==> src/rtl/divider8_pkg.sv <==
// Shared widths, iteration count and FSM state encoding for the divider8 slice.
package divider8_pkg;

  localparam int DIVIDEND_W = 16;
  localparam int DIVISOR_W  = 8;
  localparam int ITER       = DIVIDEND_W;
  localparam int CNT_W      = $clog2(ITER) + 1;

  typedef enum logic [1:0] {
    IDLE = 2'd0,
    RUN  = 2'd1,
    DONE = 2'd2
  } div_state_t;

endpackage

==> src/rtl/divider8_step.sv <==
// One restoring-division iteration: shift in a dividend bit, conditionally subtract the divisor.
module divider8_step
  import divider8_pkg::*;
(
  input  logic [DIVISOR_W-1:0] rem_i,
  input  logic                 bit_i,
  input  logic [DIVISOR_W-1:0] b_i,
  output logic [DIVISOR_W-1:0] rem_o,
  output logic                 q_bit_o
);

  logic [DIVISOR_W:0] s;
  logic               ge;

  // S is at most 2*b-1, so the difference always fits back into DIVISOR_W bits
  always_comb begin
    s       = {rem_i, bit_i};
    ge      = (s >= {1'b0, b_i});
    q_bit_o = ge;
    rem_o   = ge ? DIVISOR_W'(s - {1'b0, b_i}) : s[DIVISOR_W-1:0];
  end

endmodule

==> src/rtl/divider8.sv <==
// Sequential 16-by-8 unsigned restoring divider, one quotient bit per clock.
// Optional DIVIDER8_EARLY_EXIT_EN: p < b (b != 0) completes straight from the start edge.
//
// state | meaning
// IDLE  | waiting for start
// RUN   | iterating, one quotient bit per edge (busy = 1)
// DONE  | results valid, done pulses for one cycle; a start here is taken as the next operation
module divider8
  import divider8_pkg::*;
(
  input  logic                  clk,
  input  logic                  rst,
  input  logic                  start,
  input  logic [DIVIDEND_W-1:0] p,
  input  logic [DIVISOR_W-1:0]  b,
  output logic                  busy,
  output logic                  done,
  output logic [DIVIDEND_W-1:0] q,
  output logic [DIVISOR_W-1:0]  r,
  output logic                  div0
);

  div_state_t            state_q, state_d;
  logic [DIVIDEND_W-1:0] shift_q, shift_d;
  logic [DIVISOR_W-1:0]  b_q, b_d;
  logic [DIVISOR_W-1:0]  rem_q, rem_d;
  logic [CNT_W-1:0]      cnt_q, cnt_d;
  logic [DIVIDEND_W-1:0] q_q, q_d;
  logic [DIVISOR_W-1:0]  r_q, r_d;
  logic                  div0_q, div0_d;

  logic [DIVISOR_W-1:0]  rem_nxt;
  logic                  q_bit;
  logic                  accept;
  logic                  b_zero;
  logic                  early_hit;
  logic                  last_iter;

  divider8_step u_step (
    .rem_i   (rem_q),
    .bit_i   (shift_q[DIVIDEND_W-1]),
    .b_i     (b_q),
    .rem_o   (rem_nxt),
    .q_bit_o (q_bit)
  );

  // DONE re-accepts start so back-to-back operations sustain one per ITER+1 cycles
  assign accept    = start && ((state_q == IDLE) || (state_q == DONE));
  assign b_zero    = (b == '0);
  assign last_iter = (cnt_q == CNT_W'(ITER - 1));

`ifdef DIVIDER8_EARLY_EXIT_EN
  assign early_hit = !b_zero && ({{(DIVIDEND_W-DIVISOR_W){1'b0}}, b} > p);
`else
  assign early_hit = 1'b0;
`endif

  always_ff @(posedge clk) begin
    if (rst) begin
      state_q <= IDLE;
      shift_q <= '0;
      b_q     <= '0;
      rem_q   <= '0;
      cnt_q   <= '0;
      q_q     <= '0;
      r_q     <= '0;
      div0_q  <= 1'b0;
    end else begin
      state_q <= state_d;
      shift_q <= shift_d;
      b_q     <= b_d;
      rem_q   <= rem_d;
      cnt_q   <= cnt_d;
      q_q     <= q_d;
      r_q     <= r_d;
      div0_q  <= div0_d;
    end
  end

  always_comb begin
    state_d = state_q;
    case (state_q)
      IDLE, DONE: begin
        if (accept) begin
          if (b_zero || early_hit) state_d = DONE;
          else                     state_d = RUN;
        end else begin
          state_d = IDLE;
        end
      end
      RUN:     if (last_iter) state_d = DONE;
      default: state_d = IDLE;
    endcase
  end

  always_comb begin
    shift_d = shift_q;
    b_d     = b_q;
    rem_d   = rem_q;
    cnt_d   = cnt_q;
    q_d     = q_q;
    r_d     = r_q;
    div0_d  = div0_q;
    if (accept) begin
      shift_d = p;
      b_d     = b;
      rem_d   = '0;
      cnt_d   = '0;
      div0_d  = 1'b0;
      if (b_zero) begin
        q_d    = '1;
        r_d    = p[DIVISOR_W-1:0];
        div0_d = 1'b1;
      end else if (early_hit) begin
        q_d = '0;
        r_d = p[DIVISOR_W-1:0];
      end
    end else if (state_q == RUN) begin
      // quotient bits shift in behind the dividend bits being consumed
      shift_d = {shift_q[DIVIDEND_W-2:0], q_bit};
      rem_d   = rem_nxt;
      cnt_d   = cnt_q + CNT_W'(1);
      if (last_iter) begin
        q_d = {shift_q[DIVIDEND_W-2:0], q_bit};
        r_d = rem_nxt;
      end
    end
  end

  always_comb begin
    busy = (state_q == RUN);
    done = (state_q == DONE);
    q    = q_q;
    r    = r_q;
    div0 = div0_q;
  end

endmodule

==> config.mk <==
export PLATFORM = sky130hd
export DESIGN_NAME = divider8
export DESIGN_NICKNAME = d
export VERILOG_FILES = /design/src/rtl/divider8_pkg.sv /design/src/rtl/divider8_step.sv /design/src/rtl/divider8.sv
export SDC_FILE = /design/constraint.sdc
export NUM_CORES = 1
export LEC_CHECK = 0
export BUFFER_PORTS_ARGS = -buffer_cell sky130_fd_sc_hd__buf_4
export CORE_MARGIN = 8
export CORE_UTILIZATION = 55
export CTS_CLUSTER_DIAMETER = 150
export CTS_CLUSTER_SIZE = 25
export DETAILED_ROUTE_END_ITERATION = 8
export GPL_ROUTABILITY_DRIVEN = 0
export PLACE_DENSITY = 0.79
export SKIP_CTS_REPAIR_TIMING = 1
export SLEW_MARGIN = 20
export SYNTH_ARGS = -nofsm -noshare
export SYNTH_HDL_FRONTEND = slang
export SYNTH_SLANG_ARGS = --single-unit
export TNS_END_PERCENT = 5
==> constraint.sdc <==
create_clock -name clk -period 2.65 [get_ports clk]
set_input_delay 0.6625 -clock clk [delete_from_list [all_inputs] [get_ports clk]]
set_output_delay 0.6625 -clock clk [all_outputs]
set_load 0.01 [all_outputs]
Word level (Yosys, flattened, before mapping)
Index checks and enable logic that the tools add are counted.
- $add $sub $neg: 2
- multiplexer cells: 16
- reduce and logical (&&, ||, !) cells: 9
- order comparisons: 1
- equality and inequality tests: 5
- operators with widths (kind ; number):
    $mux W16 ; 6
    $mux W8 ; 5
    $ge A9 B8 Y1 ; 1
    $logic_not A8 Y1 ; 1
    $sub A8 B8 Y8 ; 1
    $mux W2 ; 3
    $add A5 B1 Y5 const B ; 1
    $eq A5 B4 Y1 const B ; 1
    $ne A2 B1 Y1 const B ; 2
    $pmux W2 S2 ; 1
    $reduce_bool A2 Y1 ; 2
    $reduce_or A2 Y1 ; 2
    $reduce_and A3 Y1 ; 1
    $eq A2 B1 Y1 const B ; 1
    $eq A2 B2 Y1 const B ; 1
    $logic_not A2 Y1 ; 1
    $logic_and A1 B1 Y1 ; 1
    $logic_or A1 B1 Y1 ; 1
    $mux W1 ; 1
- output and inout bits: 27
- register bits after elaboration: 64

Logic depth before layout (Yosys ltp)
- depth in word-level cells: 5
- gate-level depth with buffers: 9

Hierarchy
From an unflattened synthesis, not the netlist that was laid out.
- cell total of the unflattened synthesis: 363
- area total of the unflattened synthesis: 3024.2 µm²
- by module, submodules not included (module ; instances ; area an instance (µm²) ; cells an instance):
    divider8 ; 1 ; 2503.7 ; 294
    divider8_step ; 1 ; 520.5 ; 69

Worst setup path after synthesis
No wires, ideal clock.
- path kind: reg2reg
- start point: register b_q[4]
- end point: register r_q[5], in the netlist r[5]
- data required time: 2.547 ns
- clock period less this slack: 2.028 ns
- setup time: 0.103 ns
- slack: 0.622 ns
- cell stages (with the launch flop): 10
- data arrival time: 1.924 ns
- buffers on the path: 1
- path through: dfxtp_1 > inv_1 > ha_1 > a21o_1 > a31o_1 > o221ai_2 > and2_1 > buf_6 > a21oi_2 > a2111oi_2
- longest elaborated chain between the ends: 5
- elaborated cells on any way between the ends: 6
- ends and longest elaborated chain (element ; RTL line ; text):
    start: declaration ; divider8.sv:25 ; logic [DIVISOR_W-1:0] b_q, b_d;
    start signal: assignment ; divider8.sv:62 ; b_q <= '0;
    start signal: assignment ; divider8.sv:71 ; b_q <= b_d;
    $sub A8 B8 Y8 or $ge A9 B8 Y1 (tied branches) ; divider8_step.sv:20, divider8_step.sv:18 ;
    $mux W8 (*) ; divider8_step.sv:20 ; rem_o = ge ? DIVISOR_W'(s - {1'b0, b_i}) : s[DIVISOR_W-1:0];
    $mux W8 (*) ; divider8.sv:123 ; if (last_iter) begin
    $mux W8 (*) ; divider8.sv:118 ; end else if (state_q == RUN) begin
    $mux W8 (*) ; divider8.sv:104 ; if (accept) begin
    end signal: assignment ; divider8.sv:75 ; r_q <= r_d;
    end: declaration ; divider8.sv:29 ; logic [DIVISOR_W-1:0] r_q, r_d;
Mark *: on every way between the ends. The rest lies on a longest branch, timed or not. The select of a mux whose other input is x is not followed.
A chain may end at the register's enable or synchronous reset.

Worst setup path in the final report
- start point: register cnt_q[0]
- end point: register r_q[5], in the netlist r[5]
- longest elaborated chain between the ends: 3
- ends and longest elaborated chain (element ; RTL line ; text):
    start: declaration ; divider8.sv:27 ; logic [CNT_W-1:0] cnt_q, cnt_d;
    start signal: assignment ; divider8.sv:73 ; cnt_q <= cnt_d;
    $eq A5 B4 Y1 ; divider8.sv:50 ; assign last_iter = (cnt_q == CNT_W'(ITER - 1));
    $reduce_bool A2 Y1 (no source line) ; - ;
    $reduce_and A3 Y1 (no source line) ; - ;
Every way passes these cells.

==> flow_metrics.env <==
export IMPL_status="finished, final reports clean"
export IMPL_area_growth_pct=21.7
export IMPL_yosysUniqueCellTypes=43
export IMPL_synth_xor_area_share_pct=1.83
export IMPL_final_antenna_net_count=0
export IMPL_cap_violations=0
export IMPL_wirelength_um=7390
export IMPL_syn_nets=394
export IMPL_vias=2710
export IMPL_fp_dieH_um=88.3
export IMPL_fin_worst_skew_ps=5.40
export IMPL_drt_first_pass_iters=4
export IMPL_cts_tree="done"
export IMPL_n_fill_cell=438
export IMPL_synthArstFlopShare_pct=0
export IMPL_yosys_area_share_simple_pct=23.4
export IMPL_avgRoutedWirePerCell_um=15.4
export IMPL_synth_area_mm2=0.00288
export IMPL_regArea_mm2=0.00128
export IMPL_worstPathRequired_ps=2880
export IMPL_setup_violations=0
export IMPL_start_kind="flip-flop"
export IMPL_grt_start_max_net_pins=30
export IMPL_rows=26
export IMPL_drive_gt1_share_pct=19.3
export IMPL_grt_pass1_vias=2563
export IMPL_place_area_mm2=0.00333
export IMPL_fin_area_mm2=0.00350
export IMPL_synth_edf_count=0
export IMPL_yosysTopAreaCell="dfxtp_1"
export IMPL_grt_overflow_total=0
export IMPL_ys_warn_count=0
export IMPL_dr_wl_met2_um=3540
export IMPL_synthMuxAreaShare_pct=1.13
export IMPL_relSlewSlack_pct=50.7
export IMPL_seq_area_frac_synth_pct=44.5
export IMPL_synth_top_family_by_area="simple AND/OR/NAND/NOR gates"
export IMPL_antenna_found_initial=0
export IMPL_cts_buffers=9
export IMPL_core_area_mm2=0.00507
export IMPL_layout_setup_ws_ps=360
export IMPL_grt_pass1_wl_um=12100
export IMPL_clock_root_buffer="clkbuf_8"
export IMPL_period_share_pct=86.4
export IMPL_synth_compound_area_share_pct=19.1
export IMPL_min_path_type="reg -> reg"
export IMPL_synth_cells=356
export IMPL_p_per_area_mw_per_mm2=627
export IMPL_grt_usage_pct=19.8
export IMPL_clk_path_buf_depth=2
export IMPL_fin_setup_tns_ps=0
export IMPL_synth_area_leaders="dfxtp_1 45%, nor3_1 6.6%, a21oi_1 6.4%"
export IMPL_drv_slew=0
export IMPL_min_period_ps=2290
export IMPL_r2r_slack_ps=360
export IMPL_io_pins=54
export IMPL_cts_sinks=64
export IMPL_detail_route_vias_per_cell=5.66
export IMPL_final_hold_violation_count=0
export IMPL_fin_util_pct=69.0
export IMPL_initial_core_util_pct=56.7
export IMPL_ys_ff_latch=64
export IMPL_numPortBuffers=53
export IMPL_cp_endpoint="r[5]"
export IMPL_worstPathArrival_ps=2520
export IMPL_yosys_area_share_adder_pct=5.04
export IMPL_rsz0062_at_grt="no"
export IMPL_htreeDepth=3
export IMPL_highest_layer="met4"
export IMPL_max_freq_mhz=437
export IMPL_peakVddDrop_v=0.000410
export IMPL_synth_top_area_share_pct=44.5
export IMPL_drc_errors=0
export IMPL_antenna_cells=0
export IMPL_die_w_um=88.3
export IMPL_wl_met1_um=3250
export IMPL_crit_fanout=11
export IMPL_drt_iter0_drc=168
export IMPL_clk_latency_ps=340
export IMPL_holdWs_ps=460
export IMPL_critPathCaptureType="flip-flop"
export IMPL_wl_met3_um=523
export IMPL_place_hpwl_um=5380
export IMPL_final_nets=444
export IMPL_tightest_slew_ps=740
export IMPL_reg2reg_from="cnt_q[0]"
export IMPL_startpoint="cnt_q[0]"
export IMPL_avgSynthCellArea_um2=8.08
export IMPL_p_leak_nw=1.41
export IMPL_reg2reg_depth=7
export IMPL_path_clk_slew_ps=60
export IMPL_multi_input_area_mm2=0.00146
export IMPL_critPathKind="reg -> reg"
export IMPL_ys_flop_type="dfxtp_1"
export IMPL_r2r_end="r[5]"
export IMPL_dp_slack_ps=363
export IMPL_die_area_mm2=0.00780
[synthesized netlist by cell type, types with 4 or more instances]
library cell  instances
clkbuf_1             15
a22oi_1               8
nor2_1               37
dfxtp_1              64
ha_1                 10
nand2_1              44
xor2_1                4
nor3_1               38
nor2b_1               4
o22ai_1               5
o21ai_0              19
a211oi_1              5
inv_1                13
a31oi_1               7
a21oi_1              37
[cell families (layout without fill, tap and decap cells)]
kind of cell             Yosys count  count (layout)
XOR/XNOR                           6               6
AND/OR/NAND/NOR                  146             146
buffers and inverters             35              88
AO/OA/AOI/OAI                     91              91
flip-flops                        64              64
multiplexers                       3               3
adder cells (fa/ha/maj)           11              11
[cell type report]
class	instances	share of cell area (%)
multi-input combinational	257	41.6
timing repair buffer	61	13.1
clock inverter	1	0.858
clock buffer	13	3.97
inverter	13	1.39
tap	70	2.50
sequential	64	36.6
[through the flow]
stage | power (mW) | instances
CTS | 2.19 | 479
detailed placement | 1.44 | 465
global placement | 1.43 | 465
global route | 2.29 | 479
finish | 2.19 | 479
floorplan | 1.33 | 356
[power by group]
part / total, mW / switching, mW / leakage (nW) / internal [mW]
clock: 0.768 / 0.342 / 0.0836 / 0.426
combinational: 0.391 / 0.234 / 0.803 / 0.157
sequential: 1.04 / 0.0324 / 0.521 / 1.00
[metal layers]
metal / global-route usage, % / vias up
met3: 6.96 / 7
met5: 0 / -
met4: 5.99 / 0
met1: 23.8 / 1262
met2: 32.3 / 92
li1: - / 1349
[state kept, by name, summed over array words and instances (netlist names)]
| name | flops |
|---|---|
| rem_q | 8 |
| state_q | 2 |
| r | 8 |
| b_q | 8 |
| cnt_q | 5 |
| div0 | 1 |
| q | 16 |
| shift_q | 16 |
[worst max-delay path, cell delays in order (launching register included)]
cell and delay, ps:
dfxtp_1 330, ha_1 210, and3_1 180, ha_1 210, nand2_1 340, and2_1 410, nor3_1 120, a2111oi_2 370
[worst min-delay path by stage]
stage / end / slack [ps] / cells after the start / start
6_report: b_q[4] / 460 / 2 / b_q[4]
5_1_grt: b_q[5] / 490 / 2 / b_q[5]
4_1_cts: b_q[5] / 460 / 2 / b_q[5]
3_5_place_dp: b_q[5] / 450 / 2 / b_q[5]
3_3_place_gp: b_q[6] / 440 / 2 / b_q[6]
2_1_floorplan: b_q[2] / 440 / 2 / b_q[2]
[cell usage in the layout (no fill, tap or decap), drive strengths merged, types with 3 or more instances in the layout]
cell / synthesis / final
nand2b: 3 / 3
o21ai: 19 / 19
o22ai: 5 / 5
nor2b: 4 / 4
nand2: 45 / 45
buf: 7 / 61
dfxtp: 64 / 64
xor2: 4 / 4
a31oi: 7 / 7
ha: 10 / 10
a22oi: 8 / 8
a21oi: 38 / 38
a211oi: 5 / 5
nor2: 37 / 37
and2: 3 / 3
and4: 3 / 3
nand3: 3 / 3
nor3: 39 / 39
inv: 13 / 13
clkbuf: 15 / 13
and3: 3 / 3
(Power assumes the default switching activity.)
